==> config.mk <==
export PLATFORM = sky130hd
export DESIGN_NAME = ftq_fetch_reader_flat
export DESIGN_NICKNAME = d
export VERILOG_FILES = /design/src/rtl/ftq_fetch_reader_pkg.sv /design/src/rtl/ftq_fetch_reader_if.sv /design/src/rtl/ftq_mask_gen.sv /design/src/rtl/ftq_fetch_reader.sv /design/src/flat_wrapper.sv
export SDC_FILE = /design/constraint.sdc
export NUM_CORES = 1
export LEC_CHECK = 0
export CELL_PAD_IN_SITES_DETAIL_PLACEMENT = 0
export CELL_PAD_IN_SITES_GLOBAL_PLACEMENT = 1
export CORE_MARGIN = 8
export CORE_UTILIZATION = 26
export CTS_BUF_LIST = sky130_fd_sc_hd__clkbuf_2
export CTS_CLUSTER_DIAMETER = 200
export DETAILED_ROUTE_END_ITERATION = 8
export PLACE_DENSITY_LB_ADDON = 0.2
export SYNTH_ARGS = -nofsm -noshare
export SYNTH_HDL_FRONTEND = slang
export SYNTH_SLANG_ARGS = --single-unit
==> constraint.sdc <==
create_clock -name Clk -period 1.9 [get_ports Clk]
set_input_delay 0.38 -clock Clk [delete_from_list [all_inputs] [get_ports Clk]]
set_output_delay 0.38 -clock Clk [all_outputs]
set_load 0.05 [all_outputs]
==> src/rtl/ftq_fetch_reader_pkg.sv <==
// Shared widths, block FSM encodings and the latched FTQ entry type for the
// fetch-target-queue read side.
package ftq_fetch_reader_pkg;

  localparam int ADDR_W  = 32;
  localparam int PTR_W   = 6;
  localparam int FETCH_N = 4;
  localparam int DATA_W  = 32 * FETCH_N;

  localparam logic [1:0] ST_IDLE = 2'd0;
  localparam logic [1:0] ST_REQ  = 2'd1;
  localparam logic [1:0] ST_WAIT = 2'd2;
  localparam logic [1:0] ST_OUT  = 2'd3;

  typedef struct packed {
    logic [ADDR_W-1:0]  pc;
    logic               taken;
    logic [1:0]         slot;
    logic [ADDR_W-1:0]  target;
    logic [PTR_W-1:0]   ptr;
    logic [FETCH_N-1:0] mask;
  } entry_t;

  function automatic logic [ADDR_W-1:0] align_fetch_addr(input logic [ADDR_W-1:0] pc);
    return {pc[ADDR_W-1:4], 4'b0000};
  endfunction

endpackage

==> src/rtl/ftq_fetch_reader_if.sv <==
// Bundles the FTQ head, ICache and predecode-side signals of the fetch reader.
// master = the reader block, slave = its environment (FTQ, ICache, predecode).
interface ftq_fetch_reader_if;
  import ftq_fetch_reader_pkg::*;

  logic               FetchTQStop;
  logic               FetchTQFlash;
  logic               FetchBusy;
  logic               QEmpty;
  logic [ADDR_W-1:0]  QHeadPc;
  logic               QHeadTaken;
  logic [1:0]         QHeadSlot;
  logic [ADDR_W-1:0]  QHeadTarget;
  logic [PTR_W-1:0]   QHeadPtr;
  logic               QRable;
  logic               IcReq;
  logic [ADDR_W-1:0]  IcAddr;
  logic               IcAck;
  logic               IcRespValid;
  logic [DATA_W-1:0]  IcRespData;
  logic               FetchOutAble;
  logic [ADDR_W-1:0]  FetchOutPc;
  logic [DATA_W-1:0]  FetchOutInst;
  logic [FETCH_N-1:0] FetchOutMask;
  logic [PTR_W-1:0]   FetchOutPtr;
  logic               FetchOutTaken;
  logic [ADDR_W-1:0]  FetchOutTarget;

  modport master (
    input  FetchTQStop, FetchTQFlash, QEmpty, QHeadPc, QHeadTaken, QHeadSlot,
           QHeadTarget, QHeadPtr, IcAck, IcRespValid, IcRespData,
    output FetchBusy, QRable, IcReq, IcAddr, FetchOutAble, FetchOutPc,
           FetchOutInst, FetchOutMask, FetchOutPtr, FetchOutTaken, FetchOutTarget
  );

  modport slave (
    output FetchTQStop, FetchTQFlash, QEmpty, QHeadPc, QHeadTaken, QHeadSlot,
           QHeadTarget, QHeadPtr, IcAck, IcRespValid, IcRespData,
    input  FetchBusy, QRable, IcReq, IcAddr, FetchOutAble, FetchOutPc,
           FetchOutInst, FetchOutMask, FetchOutPtr, FetchOutTaken, FetchOutTarget
  );

endinterface

==> src/rtl/ftq_mask_gen.sv <==
// Turns a block's first slot and predicted-taken slot into the mask of
// instructions that belong to the fetch packet.
module ftq_mask_gen
  import ftq_fetch_reader_pkg::*;
(
  input  logic [1:0]         first_slot,
  input  logic               taken,
  input  logic [1:0]         taken_slot,
  output logic [FETCH_N-1:0] mask
);

  logic [1:0] last_slot;

  // Slots from the start PC up to the taken branch (or group end); a taken
  // slot before the start is a malformed entry and keeps only the first slot.
  always_comb begin
    mask      = '0;
    last_slot = taken ? taken_slot : 2'd3;
    if (taken && (taken_slot < first_slot)) begin
      mask[first_slot] = 1'b1;
    end else begin
      for (int i = 0; i < FETCH_N; i++) begin
        mask[i] = (2'(i) >= first_slot) && (2'(i) <= last_slot);
      end
    end
  end

endmodule

==> src/rtl/ftq_fetch_reader.sv <==
// FTQ read side: pops one predicted block, issues one aligned ICache request,
// captures the line and holds a fetch packet for predecode. A redirect can
// leave one response in flight; DropPend remembers to swallow it.
module ftq_fetch_reader
  import ftq_fetch_reader_pkg::*;
(
  input logic                Clk,
  input logic                Rest,
  ftq_fetch_reader_if.master bus
);

  logic [1:0]         state_q, state_d;
  logic               drop_pend_q, drop_pend_d;
  entry_t             entry_q, entry_d;
  logic [DATA_W-1:0]  inst_q, inst_d;
  logic [FETCH_N-1:0] head_mask;
  logic               pop;
  logic               ic_req;
  logic               ic_fire;

  ftq_mask_gen u_mask_gen (
    .first_slot (bus.QHeadPc[3:2]),
    .taken      (bus.QHeadTaken),
    .taken_slot (bus.QHeadSlot),
    .mask       (head_mask)
  );

  // Pop and request handshakes; no new request while a stale response is owed.
  always_comb begin
    pop     = (state_q == ST_IDLE) && !bus.QEmpty && !bus.FetchTQStop &&
              !bus.FetchTQFlash && !Rest;
    ic_req  = (state_q == ST_REQ) && !drop_pend_q && !Rest;
    ic_fire = ic_req && bus.IcAck;
  end

  // Block FSM, entry/data capture and the in-flight-response drop tracking.
  always_comb begin
    state_d     = state_q;
    entry_d     = entry_q;
    inst_d      = inst_q;
    drop_pend_d = drop_pend_q && !bus.IcRespValid;

    case (state_q)
      ST_IDLE: begin
        if (pop) begin
          entry_d.pc     = bus.QHeadPc;
          entry_d.taken  = bus.QHeadTaken;
          entry_d.slot   = bus.QHeadSlot;
          entry_d.target = bus.QHeadTarget;
          entry_d.ptr    = bus.QHeadPtr;
          entry_d.mask   = head_mask;
          state_d        = ST_REQ;
        end
      end
      ST_REQ: begin
        if (ic_fire) state_d = ST_WAIT;
      end
      ST_WAIT: begin
        if (bus.IcRespValid) begin
          inst_d  = bus.IcRespData;
          state_d = ST_OUT;
        end
      end
      ST_OUT: begin
        if (!bus.FetchTQStop) state_d = ST_IDLE;
      end
      default: state_d = ST_IDLE;
    endcase

    if (bus.FetchTQFlash) begin
      state_d = ST_IDLE;
      inst_d  = inst_q;
      if (((state_q == ST_WAIT) && !bus.IcRespValid) || ic_fire) begin
        drop_pend_d = 1'b1;
      end
    end
  end

  // State registers with synchronous reset clearing every visible output.
  always_ff @(posedge Clk) begin
    if (Rest) begin
      state_q     <= ST_IDLE;
      drop_pend_q <= 1'b0;
      entry_q     <= '0;
      inst_q      <= '0;
    end else begin
      state_q     <= state_d;
      drop_pend_q <= drop_pend_d;
      entry_q     <= entry_d;
      inst_q      <= inst_d;
    end
  end

  assign bus.QRable         = pop;
  assign bus.IcReq          = ic_req;
  assign bus.IcAddr         = align_fetch_addr(entry_q.pc);
  assign bus.FetchBusy      = (state_q != ST_IDLE);
  assign bus.FetchOutAble   = (state_q == ST_OUT);
  assign bus.FetchOutPc     = entry_q.pc;
  assign bus.FetchOutInst   = inst_q;
  assign bus.FetchOutMask   = entry_q.mask;
  assign bus.FetchOutPtr    = entry_q.ptr;
  assign bus.FetchOutTaken  = entry_q.taken;
  assign bus.FetchOutTarget = entry_q.target;

endmodule
==> src/flat_wrapper.sv <==
// flat-port wrapper written by rule: the top's interface ports become plain ports
module ftq_fetch_reader_flat import ftq_fetch_reader_pkg::*;
  (Clk, Rest, bus_FetchTQStop, bus_FetchTQFlash, bus_QEmpty, bus_QHeadPc, bus_QHeadTaken, bus_QHeadSlot, bus_QHeadTarget, bus_QHeadPtr, bus_IcAck, bus_IcRespValid, bus_IcRespData, bus_FetchBusy, bus_QRable, bus_IcReq, bus_IcAddr, bus_FetchOutAble, bus_FetchOutPc, bus_FetchOutInst, bus_FetchOutMask, bus_FetchOutPtr, bus_FetchOutTaken, bus_FetchOutTarget);
  ftq_fetch_reader_if bus_i ();
  input logic Clk;
  input logic Rest;
  input wire logic [$bits(bus_i.FetchTQStop)-1:0] bus_FetchTQStop;
  input wire logic [$bits(bus_i.FetchTQFlash)-1:0] bus_FetchTQFlash;
  input wire logic [$bits(bus_i.QEmpty)-1:0] bus_QEmpty;
  input wire logic [$bits(bus_i.QHeadPc)-1:0] bus_QHeadPc;
  input wire logic [$bits(bus_i.QHeadTaken)-1:0] bus_QHeadTaken;
  input wire logic [$bits(bus_i.QHeadSlot)-1:0] bus_QHeadSlot;
  input wire logic [$bits(bus_i.QHeadTarget)-1:0] bus_QHeadTarget;
  input wire logic [$bits(bus_i.QHeadPtr)-1:0] bus_QHeadPtr;
  input wire logic [$bits(bus_i.IcAck)-1:0] bus_IcAck;
  input wire logic [$bits(bus_i.IcRespValid)-1:0] bus_IcRespValid;
  input wire logic [$bits(bus_i.IcRespData)-1:0] bus_IcRespData;
  output wire logic [$bits(bus_i.FetchBusy)-1:0] bus_FetchBusy;
  output wire logic [$bits(bus_i.QRable)-1:0] bus_QRable;
  output wire logic [$bits(bus_i.IcReq)-1:0] bus_IcReq;
  output wire logic [$bits(bus_i.IcAddr)-1:0] bus_IcAddr;
  output wire logic [$bits(bus_i.FetchOutAble)-1:0] bus_FetchOutAble;
  output wire logic [$bits(bus_i.FetchOutPc)-1:0] bus_FetchOutPc;
  output wire logic [$bits(bus_i.FetchOutInst)-1:0] bus_FetchOutInst;
  output wire logic [$bits(bus_i.FetchOutMask)-1:0] bus_FetchOutMask;
  output wire logic [$bits(bus_i.FetchOutPtr)-1:0] bus_FetchOutPtr;
  output wire logic [$bits(bus_i.FetchOutTaken)-1:0] bus_FetchOutTaken;
  output wire logic [$bits(bus_i.FetchOutTarget)-1:0] bus_FetchOutTarget;
  assign bus_i.FetchTQStop = bus_FetchTQStop;
  assign bus_i.FetchTQFlash = bus_FetchTQFlash;
  assign bus_i.QEmpty = bus_QEmpty;
  assign bus_i.QHeadPc = bus_QHeadPc;
  assign bus_i.QHeadTaken = bus_QHeadTaken;
  assign bus_i.QHeadSlot = bus_QHeadSlot;
  assign bus_i.QHeadTarget = bus_QHeadTarget;
  assign bus_i.QHeadPtr = bus_QHeadPtr;
  assign bus_i.IcAck = bus_IcAck;
  assign bus_i.IcRespValid = bus_IcRespValid;
  assign bus_i.IcRespData = bus_IcRespData;
  assign bus_FetchBusy = bus_i.FetchBusy;
  assign bus_QRable = bus_i.QRable;
  assign bus_IcReq = bus_i.IcReq;
  assign bus_IcAddr = bus_i.IcAddr;
  assign bus_FetchOutAble = bus_i.FetchOutAble;
  assign bus_FetchOutPc = bus_i.FetchOutPc;
  assign bus_FetchOutInst = bus_i.FetchOutInst;
  assign bus_FetchOutMask = bus_i.FetchOutMask;
  assign bus_FetchOutPtr = bus_i.FetchOutPtr;
  assign bus_FetchOutTaken = bus_i.FetchOutTaken;
  assign bus_FetchOutTarget = bus_i.FetchOutTarget;
  ftq_fetch_reader u_core (.Clk(Clk), .Rest(Rest), .bus(bus_i));
endmodule
### Word level (Yosys, flattened, before mapping)

Cells that the tools add are included.

| cells by class | value |
|---|---|
| order comparisons | 11 |
| equality and inequality tests | 7 |
| muxes and demuxes | 11 |
| bitwise gates (word level) | 1 |
| reduce and logical (&&, ||, !) cells | 28 |

Operators with widths:

| cell | count |
|---|---|
| logical AND 1 bit | 15 |
| two-way mux 2 bit | 5 |
| one-hot mux 2 bit (4 select lines) | 1 |
| zero test 1 bit | 6 |
| != test 2 bit, second input constant | 3 |
| == test 2 bit, second input constant | 2 |
| >= comparator 1 x 2 -> 1 bit, first input constant | 2 |
| >= comparator 2 bit, first input constant | 2 |
| <= comparator 1 x 2 -> 1 bit, first input constant | 2 |
| <= comparator 2 bit, first input constant | 2 |
| two-way mux 4 bit | 1 |
| AND reduction 4 bit | 1 |
| less-than comparator 2 x 3 -> 1 bit, second input constant | 1 |
| two-way mux 1 bit | 3 |
| AND reduction 3 bit | 1 |
| demux 1 bit (select 2 bit) | 1 |
| == test 2 x 1 -> 1 bit, second input constant | 1 |
| >= comparator 2 x 1 -> 1 bit, second input constant | 1 |
| zero test 2 bit | 1 |
| less-than comparator 2 bit | 1 |
| != test 2 x 1 -> 1 bit, second input constant | 1 |
| AND reduction 2 bit | 1 |
| nonzero test 2 bit | 1 |
| OR reduction 2 bit | 1 |
| other kinds (2) | 2 |

| storage, ports and cells | value |
|---|---|
| register bits | 206 |
| word-level logic and storage cells | 66 |

### Logic depth before layout (Yosys ltp)

| depth | value |
|---|---|
| depth in word-level cells | 7 |
| gate-level depth with buffers | 8 |
| gate-level depth less buffers | 6 |

### Hierarchy

A second synthesis with hierarchy kept.

| unflattened totals | value |
|---|---|
| cells, all modules | 960 |
| area total of the unflattened synthesis | 7546.0 µm² |

By module, submodules not included:

| module | instances | cells an instance | area each (µm²) |
|---|---|---|---|
| ftq_fetch_reader | 1 | 945 | 7443.4 |
| ftq_mask_gen | 1 | 15 | 102.6 |

### Least setup slack after synthesis

OpenSTA, ideal clock, no wires.

| timing path | value |
|---|---|
| kind | register to register |
| from | register u_core.state_q[1] |
| to | register u_core.drop_pend_q |
| setup time | 0.065 ns |
| arrival time | 2.186 ns |
| data required time | 1.835 ns |
| setup slack | -0.351 ns |
| cell stages (with the launch flop) | 7 |
| period minus slack after synthesis | 2.251 ns |
| cell sequence | dfxtp_1 > inv_1 > ha_1 > nor3b_1 > a21o_1 > a21oi_1 > nor2_1 |

| on the way | value |
|---|---|
| longest elaborated chain between the ends | 7 |
| elaborated cells on any way between the ends | 9 |
| classes of those cells | 2 x eq/ne; 2 x mux; 5 x reduce/logical |

RTL lines:

| what | RTL line | RTL |
|---|---|---|
| start: declaration | ftq_fetch_reader.sv:12 | `logic [1:0] state_q, state_d;` |
| start signal: assignment | ftq_fetch_reader.sv:87 | `state_q <= state_d;` |
| == test 2 x 1 -> 1 bit | ftq_fetch_reader.sv:32 | `ic_req = (state_q == ST_REQ) && !drop_pend_q && !Rest;` |
| logical AND 1 bit (2 in series) | ftq_fetch_reader.sv:32 |  |
| named net bus_IcReq | flat_wrapper.sv:20 | `output wire logic [$bits(bus_i.IcReq)-1:0] bus_IcReq;` |
| logical AND 1 bit | ftq_fetch_reader.sv:33 | `ic_fire = ic_req && bus.IcAck;` |
| logical OR 1 bit | ftq_fetch_reader.sv:73 | `if (((state_q == ST_WAIT) && !bus.IcRespValid) \|\| ic_fire) begin` |
| two-way mux 1 bit | ftq_fetch_reader.sv:73 |  |
| two-way mux 1 bit | ftq_fetch_reader.sv:70 | `if (bus.FetchTQFlash) begin` |
| end signal: assignment | ftq_fetch_reader.sv:88 | `drop_pend_q <= drop_pend_d;` |
| end: declaration | ftq_fetch_reader.sv:13 | `logic drop_pend_q, drop_pend_d;` |

The timed path passes the listed nets, and every way through them passes these cells.
A chain may end at the register's enable or synchronous reset.

### Final worst setup path

| timing path | value |
|---|---|
| from | register u_core.state_q[1] |
| to | output bus_IcReq |

| on the way | value |
|---|---|
| longest elaborated chain between the ends | 3 |

RTL lines:

| what | RTL line |
|---|---|
| == test 2 x 1 -> 1 bit | ftq_fetch_reader.sv:32 |
| logical AND 1 bit (2 in series) | ftq_fetch_reader.sv:32 |
| end: declaration | flat_wrapper.sv:20 |

Every way passes these cells.

==> impl_summary.txt <==
----------------------------------------------------
[Global route]
  Number of global-route vias before repair ... about 8,600
  GRT Overall Usage ... 17.4%
  Total global routing overflow ... 0
  Antenna violations before repair ... 1
  Maximum number of pins on one net before global-route repair ... 132
  Global-route wire length before repair ... 47,800 um

[Critical path]
  Number of buffers and inverters on the critical path ... 2
  Biggest cell delay along the critical path ... 0.34 ns
  Worst EP required ... approximately 1.5 ns
  Crit start category ... flop
  Endpoint class of the critical path ... output pin
  Category of the critical setup timing path ... reg2out
  Endpoint arrival time on the critical path ... ~1.7 ns
  Worst R2R Path Depth ... 8
  Reg-to-reg startpoint ... u_core.state_q[1]
  Ordered cell list for the critical path ... inv_4 -> ha_4 -> nor3b_4 -> buf_6
  Family with the most delay on the worst path ... flip-flops
  Critical-path cell with the highest stage delay ... dfxtp_2
  Crit path max fanout ... 3
  R2R Setup Slk ... 0.13 ns
  Count of cell instances traversed by the critical path ... 4
  Endpoint of the worst register-to-register path ... u_core.bus.FetchOutInst[13]

[Die]
  Starting Density ... 26.3%
  Die Width ... 186 um
  Rows ... 62
  Vert. Die Dim ... 186 um
  Floorplan Core Area ... 28,500 um^2
  Number of top-level pins ... between 400 and 500
  Total die area ... 34,600 um^2

[Place]
  Count of port buffers added during placement ... around 440
  Placed cell count ... 1,724
  Setup slack at placement ... -0.143 ns
  Gp weighted congestion ... around 0.75
  Hpwl dp ... ~23,000 um

[STA]
  Final Hold Fails ... 0
  RSZ-0062 raised after global routing ... yes
  Worst Hold Slack ... 0.117 ns
  Final critical path time including I/O delays and setup ... 2.11 ns
  Worst-case headroom to the max-slew limit ... 46.5%
  Post-layout worst setup margin ... -0.211 ns
  Final worst path period share ... 111%
  Largest clock skew in the final design ... 0.0811 ns
  Actual transition at the worst max-transition pin ... around 0.80 ns
  Count of pins over their slew limit ... 0
  Final setup violating endpoints ... 4
  Maximum clock rate ... 0.474 GHz

[Run status]
  Status ... finished with violations
  Violated checks ... negative setup slack

[Route]
  Initial drt markers ... 286
  WL final ... ~32,000 um
  Router iterations before antenna repair ... 4
  Count of vias placed by the detailed router ... between 8,000 and 9,000
  Routed len/inst ... 16.5 um
  Vias per std cell ... 4.30
  ANT nets after route ... 0
  Remaining DRCs ... 0

[Synthesis]
  Seq cells post-synth ... 206
  Synth Cell Area ... 7500 um^2
  Mean instance size in the synthesized netlist ... 7.84 um^2
  Sequential area share after synthesis ... 55.0%
  Number of synthesis warnings ... 0
  Number of unique standard cell types used by synthesis ... 32
  Post-synthesis instance total ... 957

[Final layout]
  Count of placed standard cells in the final layout, fillers left out ... 1,950
  Proportion of layout cells with a drive suffix above 1 ... 27.7%
  Number of nets in the final layout ... 1,739
  Footprint of the multi-input gates ... 2930 um^2
  Filler Cell Count ... 2,879
  Area added between synthesis and finish ... 87.8%
  Area taken by flip-flops and latches ... 4180 um^2

[Power and ir drop]
  Static leakage ... 0.00562 uW
  Clock network fraction of design power ... 37.8%
  Combinational power share ... 12.9%
  Cell-internal power ... 6510 uW
  Sequential group share of total power ... 49.3%
  Sw Share ... a little over a quarter
  Total power ... just under 9000 uW
  Power density cells ... 629 nW/um^2
  Worst supply voltage drop on vdd ... 384 uV
  Psw ... 2360 uW

[Clocking]
  Cts bufs inserted ... a little under 60
  Max H-tree Level ... 2
  Number of sinks on the clock net ... 206
  Maximum buffer depth of the clock tree ... 3
  Clock root buffer ... clkbuf_2
  Clock tree from TritonCTS ... built
  Insertion delay of the later-clocked pin in the worst-skew pair ... 0.85 ns
  Clock transition at the registers of the reported paths ... 0.10 ns

[Worst hold path]
  Kind of path behind the tightest hold check ... in2reg
  Hold Crit Depth ... 3
  Hold worst-path end ... u_core.bus.FetchOutPc[30]
  Min-Delay Startpoint ... bus_QHeadPc[30]

[Job]
  Reported max-cap violation count ... 0

----------------------------------------------------
==> tightest hold or removal path: stages <==
cell	delay [ns]
clkdlybuf4s50_1	0.40
nand2_1	0.06
a21oi_1	0.05
==> final cells by class <==
type / instances / area share, %
flip-flops and latches: 206 / 29.7
multi-input cells: 649 / 20.8
diodes: 1 / 0.0178
inverters: 6 / 0.231
well taps: 384 / 3.41
clock inverters: 10 / 0.648
repair buffers: 605 / 42.1
clock buffers: 89 / 3.16
==> power groups by stage <==
stage                     Clock, uW  Combinational, uW  Sequential, uW
after CTS                      3550               1140            4370
after global routing           3780               1220            4380
after detailed placement          0                932            4470
after global placement            0                931            4470
after floorplan                   0                242            4590
final                          3350               1150            4370
==> through the flow <==
step	setup TNS (ns)	utilization, %	cell area, um^2
6_report	-0.577	49.4	14100
5_1_grt	-1.42	49.4	14100
4_1_cts	-1.27	47.9	13700
3_5_place_dp	-6.27	41.8	11900
3_3_place_gp	-2.60	41.8	11900
2_1_floorplan	0	-	7520
==> kinds of logic (layout without fill, tap and decap cells) <==
family / count (synthesis) / in the layout / share of synthesized area [%]
AOI/OAI and AO/OA: 211 / 211 / 14.6
adders and majority gates: 5 / 5 / 0.834
buffers and inverters: 105 / 710 / 7.15
DFF: 206 / 206 / 55.0
muxes: 2 / 2 / 0.283
other: 1 / 5 / 0.0500
and+or+nand+nor: 427 / 427 / 22.1
==> worst max-delay path by stage <==
stage	from	endpoint
after floorplan	Rest	bus_QRable
after global placement	bus_QEmpty	u_core.state_q[0]
after detailed placement	bus_QHeadPc[3]	u_core.bus.FetchOutMask[3]
after CTS	u_core.state_q[1]	bus_IcReq
after global routing	u_core.state_q[1]	bus_IcReq
final	u_core.state_q[1]	bus_IcReq
==> routing by layer <==
metal	track usage [%]	routed length (um)	vias up
li1	-	-	4208
met1	18.9	12000	3780
met2	29.4	15500	358
met3	8.76	4130	47
met4	4.86	540	0
met5	0	0	-
==> registers in the layout, indices dropped and copies added (netlist names) <==
register	count
u_core.bus.FetchOutInst	128
u_core.bus.FetchOutPc	32
u_core.bus.FetchOutTarget	32
u_core.bus.FetchOutPtr	6
u_core.bus.FetchOutMask	4
u_core.state_q	2
u_core.bus.FetchOutTaken	1
u_core.drop_pend_q	1
==> synthesized netlist by cell type <==
| master | instances | area share (%) |
|---|---|---|
| a2111oi_0 | 1 | 0.12 |
| a2111oi_4 | 1 | 0.37 |
| a21boi_0 | 1 | 0.10 |
| a21o_1 | 1 | 0.10 |
| a21oi_1 | 202 | 13 |
| and2_1 | 1 | 0.083 |
| and3b_1 | 1 | 0.12 |
| buf_1 | 5 | 0.25 |
| buf_2 | 12 | 0.80 |
| buf_4 | 32 | 3.2 |
| buf_6 | 1 | 0.15 |
| clkbuf_1 | 49 | 2.5 |
| conb_1 | 1 | 0.050 |
| dfxtp_1 | 206 | 55 |
| ha_1 | 5 | 0.83 |
| inv_1 | 6 | 0.30 |
| mux2_2 | 1 | 0.15 |
| mux2i_1 | 1 | 0.13 |
| nand2_1 | 403 | 20 |
| nand2b_1 | 4 | 0.33 |
| nand3_1 | 4 | 0.27 |
| nand3b_1 | 3 | 0.30 |
| nor2_1 | 4 | 0.20 |
| nor2b_1 | 2 | 0.17 |
| nor3b_1 | 1 | 0.10 |
| nor4_1 | 2 | 0.17 |
| o21ai_0 | 2 | 0.13 |
| o22ai_1 | 1 | 0.083 |
| o32ai_1 | 1 | 0.12 |
| o41a_1 | 1 | 0.15 |
| or3_1 | 1 | 0.083 |
| or3b_1 | 1 | 0.12 |
==> repair_timing <==
action	in CTS	in global routing
cloned	0	1
setup buffers	5	5
gates resized for setup	454	116
hold buffers	114	1
endpoints found under the hold margin	115	1
pin swaps	1	3
endpoints found under the setup margin	97	102
==> layout by cell type, fill, tap and decap left out, drive strengths merged, types with 5 or more instances in the layout <==
cell type	n
buf	280
nand2	403
ha	5
a21oi	202
clkdlybuf4s50	206
inv	6
clkbuf	93
clkinv	8
dfxtp	206
dlygate4sd3	115
No activity file was read; power rests on OpenSTA's default activity.
==> edit, RTL diff (same settings) <==
The package constant `PTR_W` goes from 6 to 7.
--- a/src/rtl/ftq_fetch_reader_pkg.sv
+++ b/src/rtl/ftq_fetch_reader_pkg.sv
@@ -5,3 +5,3 @@
   localparam int ADDR_W  = 32;
-  localparam int PTR_W   = 6;
+  localparam int PTR_W   = 7;
   localparam int FETCH_N = 4;
Ports: changed (resized bus_FetchOutPtr and bus_QHeadPtr); port bits go from 447 to 449. The function was not compared with the original's and may differ.
==> edit against the original RTL <==
  * Largest cell class unchanged
  * The flow still finishes with violations (setup timing)
  * Design area fell by 4.9%
  * Routed wire length fell by 1.3%
  * Critical path depth did not move
  * Power fell by 5.7%
  * Non-clock buffer count fell by 55
  * Critical endpoint unchanged
  * Area after synthesis rose by 0.38%
  * Sequential cell count rose by 1
  * Setup slack got worse by 17 ps
==> edit: results (changes against the original RTL) <==
setup_path:
  cpMaxStageDelayCell: "dfxtp_4"  # was dfxtp_2
  reg2reg_slack_ps: 250  # was 130 ps
  critical_path_arrival_ps: 1750  # was 1730 ps
  critPathMaxFanout: 2  # was 3
  cp_slowest_stage_delay_ps: 370  # was 340 ps
yosys:
  yosysSeqAreaShare: 0.550  # about the same
  synthTopCellsByArea: "dfxtp_1, nand2_1, a21oi_1"  # unchanged
  synth_cell_types: 33  # was 32
  ys.flop_type: "dfxtp_1"  # unchanged
detailed_routing:
  drt_first_iter_violations: 380  # was 286
  dr.pass1.iters: 6  # was 4
  num_vias: 8141  # was 8393
  wire_per_inst_um: 16.8  # was 16.5 um
clocking:
  cts_hold_buffers: 56  # was 114
  post_cts_buffers: 6  # was 5
  clk_latency_ps: 790  # was 850 ps
  root_buffer: "clkbuf_2"  # unchanged
  cts_resized: 402  # was 454
global_route:
  grtUsageTotal: 0.172  # was 0.174
  antenna_found_initial: 6  # was 1
  grt_max_degree: 136  # was 132
  grt_pass1_wl_mm: 46.8  # was 47.8 mm
power_and_ir_drop:
  finalPower_mw: 8.37  # was 8.87 mW
  p_sw_mw: 2.28  # was 2.36 mW
  peakVddDrop_mv: 0.342  # was 0.384 mV
  leakagePower_nw: 5.33  # was 5.62 nW
  pwr-share-clk: 0.348  # was 0.378
sta:
  setup_viol_count_final: 4  # unchanged
  whs_ps: 119  # was 117 ps
  timing.final.ws_setup_ps: -229  # was -211 ps
  worst_slew_pin_slew_ps: 815  # was 802 ps
  fin_skew_ps: 49.9  # was 81.1 ps
run_status:
  status: "finished with violations"  # unchanged
  failed_checks: "setup timing"  # unchanged
placed_design:
  gp_congestion: 0.775  # was 0.745
  dp_hpwl_mm: 22.9  # was 22.6 mm
  io_buffers: 444  # was 442
  placed_cell_area_mm2: 0.0121  # was 0.0119 mm^2
layout:
  final_nets: 1689  # was 1739
  layout-drive-gt1-share: 0.274  # was 0.277
## edit: final timing paths
path | cells past startpoint | end | from
min | 3 | u_core.bus.FetchOutInst[88]$_SDFFE_PP0P_ | bus_IcRespData[88]
min reg2reg | 2 | u_core.bus.FetchOutInst[3]$_SDFFE_PP0P_ | u_core.bus.FetchOutInst[3]$_SDFFE_PP0P_
max | 4 | bus_IcReq | u_core.state_q[1]$_SDFFE_PP0P_
max reg2reg | 7 | u_core.bus.FetchOutInst[63]$_SDFFE_PP0P_ | u_core.state_q[0]$_SDFFE_PP0P_
## edit: area by class of cell
cell class | instances | area (um^2) | area share
antenna | 4 | 10.0 | 0.000747
clock buffer | 82 | 410 | 0.0306
clock inverter | 5 | 18.8 | 0.00140
inverter | 6 | 32.5 | 0.00243
multi-input combinational | 652 | 2930 | 0.219
sequential | 207 | 4190 | 0.313
tap | 384 | 480 | 0.0359
timing repair buffer | 550 | 5320 | 0.397
## edit: stage by stage
step,std cells,TNS [ps],worst slack [ps]
2_1_floorplan,964,0,83.0
3_3_place_gp,1733,-3870,-194
3_5_place_dp,1733,-4480,-199
4_1_cts,1882,-1290,-407
5_1_grt,1890,-1340,-412
6_report,1890,-589,-229
## edit: metal layers
metal  up-vias  track usage  share of wire
li1       4095            -              -
met1      3612        0.183           0.36
met2       366        0.287           0.48
met3        66       0.0901           0.14
met4         2       0.0683          0.027
met5         -            0        0.00041
## edit: critical path: cells and delay by family (launching register included)
family,cells,cell delay (ps)
adder cells (fa/ha/maj),1,120
flip-flops,1,370
AND/OR/NAND/NOR,1,210
buffers and inverters,2,260
## edit: logic make-up after synthesis
family | share of synthesized area
compound gates | 0.146
fa+ha+maj | 0.00830
buf+inv | 0.0708
flops | 0.550
mux | 0.00282
other cells | 0.000498
simple gates | 0.221
